<file path="src/rtl/pipe_hazard_ctrl.sv">
// Pipeline hazard controller: RAW scoreboard, multiplier occupancy FSM and branch
// flush steering for the PC, IF/ID and ID/EX stage registers.
module pipe_hazard_ctrl #(
  parameter int NREG    = 32,
  parameter int AW      = 5,
  parameter int MUL_LAT = 4,
  parameter int CNT_W   = 16
) (
  input  logic             clk,
  input  logic             rst,
  input  logic             id_valid,
  input  logic [AW-1:0]    id_rs,
  input  logic [AW-1:0]    id_rt,
  input  logic             id_rs_used,
  input  logic             id_rt_used,
  input  logic             id_wr,
  input  logic [AW-1:0]    id_rd,
  input  logic             id_is_mul,
  input  logic             wb_valid,
  input  logic [AW-1:0]    wb_rd,
  input  logic             ex_br_taken,
  output logic             pc_ce,
  output logic             ifid_ce,
  output logic             ifid_flush,
  output logic             idex_bubble,
  output logic [NREG-1:0]  busy_vec,
  output logic             mul_busy,
  output logic [CNT_W-1:0] stall_cnt
);

  localparam int MCW = (MUL_LAT > 2) ? $clog2(MUL_LAT) : 1;

  typedef enum logic {
    S_IDLE,
    S_BUSY
  } mul_state_e;

  mul_state_e       state_q, state_d;
  logic [MCW-1:0]   mul_cnt_q, mul_cnt_d;
  logic [NREG-1:0]  busy_q, busy_d;
  logic [CNT_W-1:0] stall_cnt_q, stall_cnt_d;

  logic [NREG-1:0]  clr_vec;
  logic [NREG-1:0]  set_vec;
  logic             raw_rs, raw_rt, raw, str, mul_blocks, stall, issue;

  // NOTE: every signal assigned in an always_comb gets a default first, so no
  // path through the block can leave it unassigned and infer a latch.
  always_comb begin
    clr_vec = '0;
    set_vec = '0;
    for (int i = 1; i < NREG; i++) begin
      clr_vec[i] = wb_valid && (wb_rd == AW'(i));
      set_vec[i] = issue && id_wr && (id_rd == AW'(i));
    end
  end

  // Writeback clears in the same cycle it happens (write-through regfile).
  assign raw_rs = id_rs_used && (id_rs != '0) && busy_q[id_rs] && !clr_vec[id_rs];
  assign raw_rt = id_rt_used && (id_rt != '0) && busy_q[id_rt] && !clr_vec[id_rt];
  assign raw    = id_valid && (raw_rs || raw_rt);

  // The last occupied cycle (count==1) accepts a new MUL, so it does not block.
  assign mul_blocks = (state_q == S_BUSY) && (mul_cnt_q != MCW'(1));
  assign str        = id_valid && id_is_mul && mul_blocks;

  assign stall = (raw || str) && !ex_br_taken;
  assign issue = id_valid && !stall && !ex_br_taken;

  assign pc_ce       = !stall;
  assign ifid_ce     = !stall;
  assign ifid_flush  = ex_br_taken;
  assign idex_bubble = stall || ex_br_taken;
  assign busy_vec    = busy_q;
  assign mul_busy    = (state_q == S_BUSY);
  assign stall_cnt   = stall_cnt_q;

  // Set beats clear when issue and writeback target the same register.
  assign busy_d = set_vec | (busy_q & ~clr_vec);

  always_comb begin
    state_d   = state_q;
    mul_cnt_d = mul_cnt_q;
    unique case (state_q)
      S_IDLE: begin
        if (issue && id_is_mul) begin
          state_d   = S_BUSY;
          mul_cnt_d = MCW'(MUL_LAT - 1);
        end
      end
      S_BUSY: begin
        if (mul_cnt_q == MCW'(1)) begin
          if (issue && id_is_mul) begin
            mul_cnt_d = MCW'(MUL_LAT - 1);
          end else begin
            state_d   = S_IDLE;
            mul_cnt_d = '0;
          end
        end else begin
          mul_cnt_d = mul_cnt_q - MCW'(1);
        end
      end
      default: begin
        state_d   = S_IDLE;
        mul_cnt_d = '0;
      end
    endcase
  end

  always_comb begin
    stall_cnt_d = stall_cnt_q;
    if (stall && (stall_cnt_q != '1)) begin
      stall_cnt_d = stall_cnt_q + CNT_W'(1);
    end
  end

  // NOTE: state registers use non-blocking assignments so every flop samples
  // the pre-edge values regardless of statement order.
  always_ff @(posedge clk or posedge rst) begin
    if (rst) begin
      state_q     <= S_IDLE;
      mul_cnt_q   <= '0;
      busy_q      <= '0;
      stall_cnt_q <= '0;
    end else begin
      state_q     <= state_d;
      mul_cnt_q   <= mul_cnt_d;
      busy_q      <= busy_d;
      stall_cnt_q <= stall_cnt_d;
    end
  end

endmodule

</file>
<file path="config.mk">
export PLATFORM = sky130hd
export DESIGN_NAME = pipe_hazard_ctrl
export DESIGN_NICKNAME = d
export VERILOG_FILES = /design/src/rtl/pipe_hazard_ctrl.sv
export SDC_FILE = /design/constraint.sdc
export NUM_CORES = 1
export LEC_CHECK = 0
export CORE_AREA = 3 3 69 120
export DETAILED_ROUTE_END_ITERATION = 10
export DIE_AREA = 0 0 72 123
export PLACE_DENSITY = 0.75
export REMOVE_ABC_BUFFERS = 1
export SKIP_LAST_GASP = 1
export SLEW_MARGIN = 20
export SYNTH_ARGS = -nofsm -noshare
export SYNTH_HDL_FRONTEND = slang
export SYNTH_SLANG_ARGS = --single-unit
</file>
<file path="constraint.sdc">
create_clock -name clk -period 2.2 [get_ports clk]
set_input_delay 0.22 -clock clk [delete_from_list [all_inputs] [get_ports clk]]
set_output_delay 0.22 -clock clk [all_outputs]
set_load 0.01 [all_outputs]
</file>
==> results by group <==
STA
  – Tmin final: 2.53 ns
  – Setup ws final: -0.335 ns
  – RSZ-0062 raised after global routing: true
  – Slew headroom: 57.8%
  – Slew @ Worst Pin: 0.631 ns
  – Period utilisation layout: 115%
  – Final hold violation count: 0
  – F_max: 0.394 GHz
  – Final TNS setup: -11.82 ns
  – Clock skew: 0.00829 ns
  – Max-slew violations: 0
  – Worst hold margin: 0.264 ns
  – Final setup violation count: 53

Finish
  – Final #Nets: 538
  – Ant diodes: 0
  – Fillers: 534
  – Layout cell share with drive strength beyond 1: 34.4%
  – P&R area growth vs syn: 60.5%
  – Most frequent cells in the layout: 87 x buf_4, 66 x clkdlybuf4s50_1, 50 x dfrtp_1
  – Most common cell after layout, fill and taps aside: buf_4
  – Post-Layout Cell Count: 596

GRT
  – Global-route wire length before repair: 18.8 mm
  – Largest net degree at the start of global routing: 25
  – Initial antenna violation count: 0
  – Vias in the first global route: 3785
  – Total gr overflow: 0
  – Total Routing Usage GR: 27.8%

Critical path
  – Crit path kind: register to output pin
  – Worst r2r src: busy_vec[31]
  – R2r setup slk: -0.33 ns
  – FF-to-FF path depth: 9
  – CP startpoint: busy_vec[31]
  – Max FO, Critical Path: 3
  – CP required: 1.98 ns
  – Crit start category: register
  – Worst Path Arrival: 2.31 ns
  – CP endpoint kind: output pin

Yosys
  – Syn Inst Count: 348
  – YS warnings: 0
  – Syn_area_per_cell: 9.52 µm²
  – Synth Register Bits: 50
  – Prevailing post-synth register cell: dfrtp_1
  – Register area share after synthesis: 37.8%
  – Post-synth ARST share: 100%
  – Distinct cells, synth: 52
  – Post-synth EDFFs: 0
  – Cell Area, Synth: 0.00331 mm²

Route
  – Drt total wl: 12.1 mm
  – Router iterations before antenna repair: 5
  – Wire per inst: 20.3 µm
  – DRC Markers: 0
  – Routed Antenna Nets: 0
  – DRT iter0 DRCs: 228
  – Vias per std cell: 6.07
  – Vias: 3619

Clocking
  – CTS root buf: clkbuf_16
  – CTS tree: done
  – TritonCTS buffer count: 5
  – Maximum clock path buffer count: 2
  – Clock-pin slew on the worst setup and hold paths: 0.07 ns
  – Hold_buf cts: 0
  – Htree depth: 2
  – Clock Sinks: 50
  – Clk_lat worst skew: 0.30 ns

Power
  – Peak supply drop: 1.04 mV
  – Leak: 2.30 nW
  – Pwr dens: 633 mW/mm²
  – Total power: 3.37 mW

Run status
  – Failing checks: setup timing
  – Status: finished, violations left

Floorplan
  – Die W: 72 µm
  – Core ar.: 0.00751 mm²
  – Die Span Y: 123 µm
  – Initial core utilization: 44.1%
  – Top Ports: 82
  – Die ar.: 0.00886 mm²
  – Standard-cell rows: 42

Place
  – Routability Congestion: 0.928
  – I/O Buffers: 80
  – Post-DP HPWL: 9.11 mm
  – Pre-CTS setup slack: -0.964 ns
  – Placed insts: 570

Job
  – Max Cap Viol: 0

Min path
  – Hold Path Class: primary input to async pin
[per-stage QoR]
step	utilization (%)	cell area (µm²)
2_1_floorplan	-	3180
3_3_place_gp	62.7	4710
3_5_place_dp	62.7	4710
4_1_cts	67.9	5100
5_1_grt	70.8	5320
6_report	70.8	5320
[timing repair]
item / in CTS / in global routing
resized for setup: 76 / 33
setup endpoints to repair: 53 / 53
pin swaps: 25 / 16
setup buffers: 11 / 8
[layout make-up]
type | instances | area (µm²) | share of cell area [%]
inverter | 5 | 18.8 | 0.353
clock inverter | 1 | 30.0 | 0.565
clock buffer | 7 | 133 | 2.49
tap | 88 | 110 | 2.07
multi-input combinational | 266 | 2190 | 41.1
timing repair buffer | 179 | 1590 | 29.9
sequential | 50 | 1250 | 23.5
[routing by layer]
metal	up-vias	part of all wire [%]	track usage [%]
met4	0	6.1	16.2
met3	59	5.3	4.64
met1	1748	34	28.0
met2	189	54	52.2
li1	1623	-	-
met5	-	0	0
[logic make-up after synthesis]
kind of cell | synth area share [%]
xor+xnor | 5.29
mux | 12.0
compound gates | 16.1
flops | 37.8
buf+inv | 4.49
fa+ha+maj | 0.755
simple gates | 23.5
other cells | 0.113
[worst max-delay path: stages, from the launching register on]
cell	delay, ns
dfrtp_1	0.39
mux4_2	0.47
nand2b_4	0.15
and3_4	0.14
a32oi_1	0.14
o32a_1	0.31
nand3_4	0.12
a21o_1	0.17
buf_2	0.13
[Yosys cell counts, types with 9 or more instances]
cell type  count  area [µm²]
mux2i_1       14         140
nor2_1        10        37.5
nor2b_1        9        56.3
nand4_1       14        87.6
nand2b_1      14        87.6
xnor2_1       12         105
dfrtp_1       50        1250
o21ai_0       37         185
clkbuf_1      14        52.6
mux4_2        10         225
o31ai_1       13        97.6
nand3_1       14        70.1
nand2_1       24        90.1
and3_1        11        68.8
[where the power goes]
group          total (mW)  switching (mW)  internal [mW]
combinational        1.31           0.590          0.719
sequential           1.18           0.130           1.05
clock               0.878           0.340          0.538
total                3.37            1.06           2.31
[registers in the layout, indices dropped and copies added (netlist names)]
name       flops
stall_cnt     16
mul_cnt_q      2
mul_busy       1
busy_vec      31
[path summary, 6_finish.rpt]
| kind | endpoint |
|---|---|
| min in group clk | stall_cnt[3] |
| worst max-delay path | idex_bubble |
| worst max register to register | busy_vec[13] |
| worst min-delay path | busy_vec[10] |
| worst min register to register | stall_cnt[3] |
| max in group asynchronous | busy_vec[21] |
Power figures use the tool's default switching activity.
